### config.mk
export PLATFORM = sky130hd
export DESIGN_NAME = cep_loop_seq
export DESIGN_NICKNAME = d
export VERILOG_FILES = /design/src/rtl/cep_loop_seq_pkg.sv /design/src/rtl/cep_loop_cnt.sv /design/src/rtl/cep_loop_seq.sv
export SDC_FILE = /design/constraint.sdc
export NUM_CORES = 1
export LEC_CHECK = 0
export CORE_MARGIN = 3
export CORE_UTILIZATION = 42
export DETAILED_ROUTE_END_ITERATION = 7
export GPL_ROUTABILITY_DRIVEN = 0
export PLACE_DENSITY = 0.74
export SLEW_MARGIN = 20
export SYNTH_ARGS = -nofsm -noshare
export SYNTH_HDL_FRONTEND = slang
export SYNTH_SLANG_ARGS = --single-unit
### constraint.sdc
create_clock -name clk -period 2.6 [get_ports clk]
set_input_delay 0.52 -clock clk [delete_from_list [all_inputs] [get_ports clk]]
set_output_delay 0.52 -clock clk [all_outputs]
set_load 0.01 [all_outputs]
### src/rtl/cep_loop_seq_pkg.sv
// Shared definitions for the cepstral nested-loop sequencer.
package cep_loop_seq_pkg;

   // Sequencer FSM encoding
   typedef enum logic [1:0] {
      StIdle = 2'd0,
      StRun  = 2'd1,
      StDone = 2'd2
   } cep_state_t;

   localparam int unsigned IDX_W_DEF = 7;

   // MFCC defaults: 13 cepstral coefficients over 26 mel filters
   localparam int unsigned NUM_CEP_LAST  = 12;
   localparam int unsigned NUM_FILT_LAST = 25;

endpackage

### src/rtl/cep_loop_cnt.sv
// Single loop counter: counts 0..last, flags the last value and wraps on enable.
module cep_loop_cnt
   import cep_loop_seq_pkg::*;
#(
   parameter int unsigned IDX_W = IDX_W_DEF
) (
   input  logic             clk,
   input  logic             rst,
   input  logic             clear,
   input  logic             en,
   input  logic [IDX_W-1:0] last,
   output logic [IDX_W-1:0] count,
   output logic             over
);

   logic [IDX_W-1:0] count_q;

   assign count = count_q;
   assign over  = (count_q == last);

   // Counter register; clear wins over enable, wrap happens only through the last-compare
   always_ff @(posedge clk or posedge rst) begin
      if (rst) begin
         count_q <= '0;
      end else if (clear) begin
         count_q <= '0;
      end else if (en) begin
         count_q <= over ? '0 : count_q + 1'b1;
      end
   end

endmodule

### src/rtl/cep_loop_seq.sv
// Nested (coefficient, filter) loop sequencer feeding the cepstral MAC over valid/ready.
module cep_loop_seq
   import cep_loop_seq_pkg::*;
#(
   parameter int unsigned IDX_W = IDX_W_DEF
) (
   input  logic             clk,
   input  logic             rst,
   input  logic             start,
   input  logic             abort,
   input  logic [IDX_W-1:0] cfg_coef_last,
   input  logic [IDX_W-1:0] cfg_filt_last,
   output logic             busy,
   output logic             done,
   output logic             out_valid,
   input  logic             out_ready,
   output logic [IDX_W-1:0] out_coef_idx,
   output logic [IDX_W-1:0] out_filt_idx,
   output logic             out_first,
   output logic             out_last_filt,
   output logic             out_last
);

   cep_state_t       state_q, state_d;
   logic [IDX_W-1:0] coef_last_q, filt_last_q;
   logic [IDX_W-1:0] coef_idx, filt_idx;
   logic             coef_over, filt_over;
   logic             start_acc, handshake, advance;

   assign start_acc = (state_q == StIdle) & start & ~abort;
   assign handshake = out_valid & out_ready;
   // An aborted beat is consumed downstream but must not move the indices
   assign advance   = handshake & ~abort;

   cep_loop_cnt #(
      .IDX_W (IDX_W)
   ) u_filt_cnt (
      .clk   (clk),
      .rst   (rst),
      .clear (start_acc),
      .en    (advance),
      .last  (filt_last_q),
      .count (filt_idx),
      .over  (filt_over)
   );

   cep_loop_cnt #(
      .IDX_W (IDX_W)
   ) u_coef_cnt (
      .clk   (clk),
      .rst   (rst),
      .clear (start_acc),
      .en    (advance & filt_over),
      .last  (coef_last_q),
      .count (coef_idx),
      .over  (coef_over)
   );

   // State and latched loop bounds
   always_ff @(posedge clk or posedge rst) begin
      if (rst) begin
         state_q     <= StIdle;
         coef_last_q <= '0;
         filt_last_q <= '0;
      end else begin
         state_q <= state_d;
         if (start_acc) begin
            coef_last_q <= cfg_coef_last;
            filt_last_q <= cfg_filt_last;
         end
      end
   end

   // Next-state logic
   always_comb begin
      state_d = state_q;
      unique case (state_q)
         StIdle: if (start_acc) state_d = StRun;
         StRun: begin
            if (abort) begin
               state_d = StIdle;
            end else if (handshake & filt_over & coef_over) begin
               state_d = StDone;
            end
         end
         StDone:  state_d = StIdle;
         default: state_d = StIdle;
      endcase
   end

   // Outputs decoded from state and indices; flags qualified by valid
   always_comb begin
      busy          = (state_q == StRun) | (state_q == StDone);
      done          = (state_q == StDone);
      out_valid     = (state_q == StRun);
      out_coef_idx  = coef_idx;
      out_filt_idx  = filt_idx;
      out_first     = out_valid & (filt_idx == '0);
      out_last_filt = out_valid & filt_over;
      out_last      = out_valid & filt_over & coef_over;
   end

endmodule

==> reports/qor.csv <==
metric,value,unit
first-pass GRT wire length,6051,um
CTS hold repair buffers,0,
WL per Instance,13.25,um
Synth Instances,182,
max_slew headroom,66.87,%
Critical Path Source Type,flip-flop,
GRT Util Overall,16.07,%
hpwl dp,2750,um
fin cells,284,
clk_lat worst skew,280,ps
# DRC,0,
Area contributors post-synth,"dfrtp_1, nand2_1, xnor2_1, ha_1, o31ai_4",
most frequent cell after synthesis,nand2_1,
DRT iter0 DRCs,48,
CP Class,flip-flop to primary output,
final worst path period need,2485,ps
Core Region,3744,sq um
vias in the first global route,1277,
htree depth,2,
setup violators final,0,
CP peak stage delay,600,ps
Max Root-Sink Buffers,2,
post-synthesis area per instance,9.205,sq um
outcome,completed,
Hold Path Stages,2,
GRT overflow,0,
Tcrit/Tclk final,95.57,%
Synth top cells by count,"nand2_1, dfrtp_1, xnor2_1",
top cell type's share of synthesized area,44.81,%
Initial Utilization,44.75,%
pin count of the biggest net entering global routing,31,
ANT nets after route,0,
Max VDD drop,0.4358,mV
final slew viol count,0,
worst min path class,flip-flop to flip-flop,
Critical Path Sink Type,primary output,
Ys Warns,0,
crit path max fanout,5,
Worst path top cell family by delay,buffers and inverters,
Syn Std Cell Area,1675,sq um
reg2reg path depth,7,
"Arr. time, crit path",1960,ps
Worst-path clk slew,70,ps
initial antenna violation count,0,
Cell variety after synth,36,
placed insts,274,
Die ar.,4783,sq um
Sink Count,30,
Main synth FF type,dfrtp_1,
row count,22,
Ports,39,
CTS buffer count,5,
power per cell area,976.9,nW/um^2
"flops & latches, synth",30,
FILL cells,340,
post-synthesis net count,208,
"EDFF count, synth",0,
Levels on crit path,5,
ant diodes,0,
final wirelength,3764,um
crit path max-delay cell type,clkdlybuf4s50_1,
max frequency,402.5,MHz
multi-input combinational cell area,882.1,sq um
post-layout net count,261,
Final Hold Fails,0,
width of the die,69.16,um
FF+latch area,753.2,sq um
Buf/Inv on CP,2,
setup_tns,0,ps
Setup Skew,11.04,ps
post-synth top area cell,dfrtp_1,
sequential fraction of the synthesis area,44.81,%
CP cell instances,inv_1 > ha_1 > nand3_1 > nor4_1 > clkdlybuf4s50_1,
layout cells sized above 1,15.25,%
Die Span Y,69.16,um
Pre-Repair DR Iteration Count,4,
synthesis-to-layout area growth,37.94,%
required time of the critical path,2080,ps
CTS tree,yes,
Max Cap Violations,0,
Slew @ Worst Pin,491.7,ps
CTS Root Cell,clkbuf_8,
Vias,1398,
unrepaired setup endpoints after global routing,false,
Lkg Pwr,1.065,nW
via/cell ratio,4.923,
Post-synth ARST share,100.0,%
Port Buf Inserts,38,
## kinds of logic (layout without fill, tap and decap cells)
family,after synthesis,in the layout,share of synthesized area [%]
xor+xnor,19,19,9.933
simple gates,90,90,25.24
buf+inv,13,67,3.435
mux,2,2,1.270
fa+ha+maj,7,7,5.228
flops,30,30,44.81
compound gates,21,21,10.08
## final timing paths
kind,to,slack (ps),from
setup / recovery,out_first,120,state_q[1]
hold / removal,filt_last_q[1],500,filt_last_q[1]
setup reg to reg,u_coef_cnt.count[3],660,state_q[0]
hold reg to reg,filt_last_q[1],500,filt_last_q[1]
max in group asynchronous,u_filt_cnt.count[0],1670,rst
min in group asynchronous,u_filt_cnt.count[4],610,rst
## cell usage in the layout, fill, tap and decap left out, types with 4 or more instances in the layout
master	netlist	routed
nor2_1	10	10
and3_1	5	5
buf_4	0	12
o21ai_0	7	7
clkdlybuf4s50_1	0	36
nand2b_1	4	4
ha_1	7	7
o2bb2ai_1	4	4
dfrtp_1	30	28
nand2_1	50	50
inv_1	9	9
clkbuf_8	0	8
xnor2_1	18	16
nand3_1	7	7
## where the power goes
part	total (W)	internal, W	switching, W
Combinational	0.000991	0.000521	0.000470
Clock	0.000444	0.000267	0.000177
Sequential	0.000823	0.000647	0.000176
Total	0.00226	0.00143	0.000823
## state kept, by name, indices dropped and copies added, names as in the netlist
signal / cells
state_q: 2
u_filt_cnt.count: 7
filt_last_q: 7
u_coef_cnt.count: 7
coef_last_q: 7
## worst reg2reg max path, delay by kind of cell (launching register included)
family / cells / cell delay [ps]
AOI/OAI and AO/OA: 3 / 590
and+or+nand+nor: 2 / 550
DFF: 1 / 400
adders and majority gates: 1 / 170
buffers and inverters: 1 / 110
## per-stage QoR
step	setup slack, ps	hold slack (ps)	utilization, %	power (W)	area (sq um)
floorplan	693.6	466.5	-	0.001414	1675
global placement	226.6	480.6	57.89	0.001744	2167
detailed placement	217.3	483.8	57.89	0.001769	2167
CTS	3.982	499.1	60.80	0.002225	2276
global route	53.10	525.2	61.73	0.002404	2311
finish	115.3	495.4	61.73	0.002258	2311
## routing by layer
layer | GRT usage (%) | routed length [um] | vias to the layer above
met5 | 0 | 0 | -
met4 | 7.809 | 64 | 0
met3 | 3.499 | 150 | 5
met2 | 25.42 | 1703 | 34
met1 | 20.76 | 1845 | 647
li1 | - | - | 712
## layout make-up
type	instances	share of cell area, %
Sequential cell	30	32.59
Inverter	9	1.462
Clock buffer	8	4.764
Multi-Input combinational cell	139	38.17
Tap cell	48	2.599
Timing Repair Buffer	50	20.41
## timing repair
| action | in CTS | in global routing |
|---|---|---|
| buffers inserted | 0 | 2 |
| resized for setup | 1 | 5 |
| setup endpoints to repair | 1 | 1 |
| pin swaps | 0 | 2 |
Note: power is estimated with default switching activity, not from simulation.
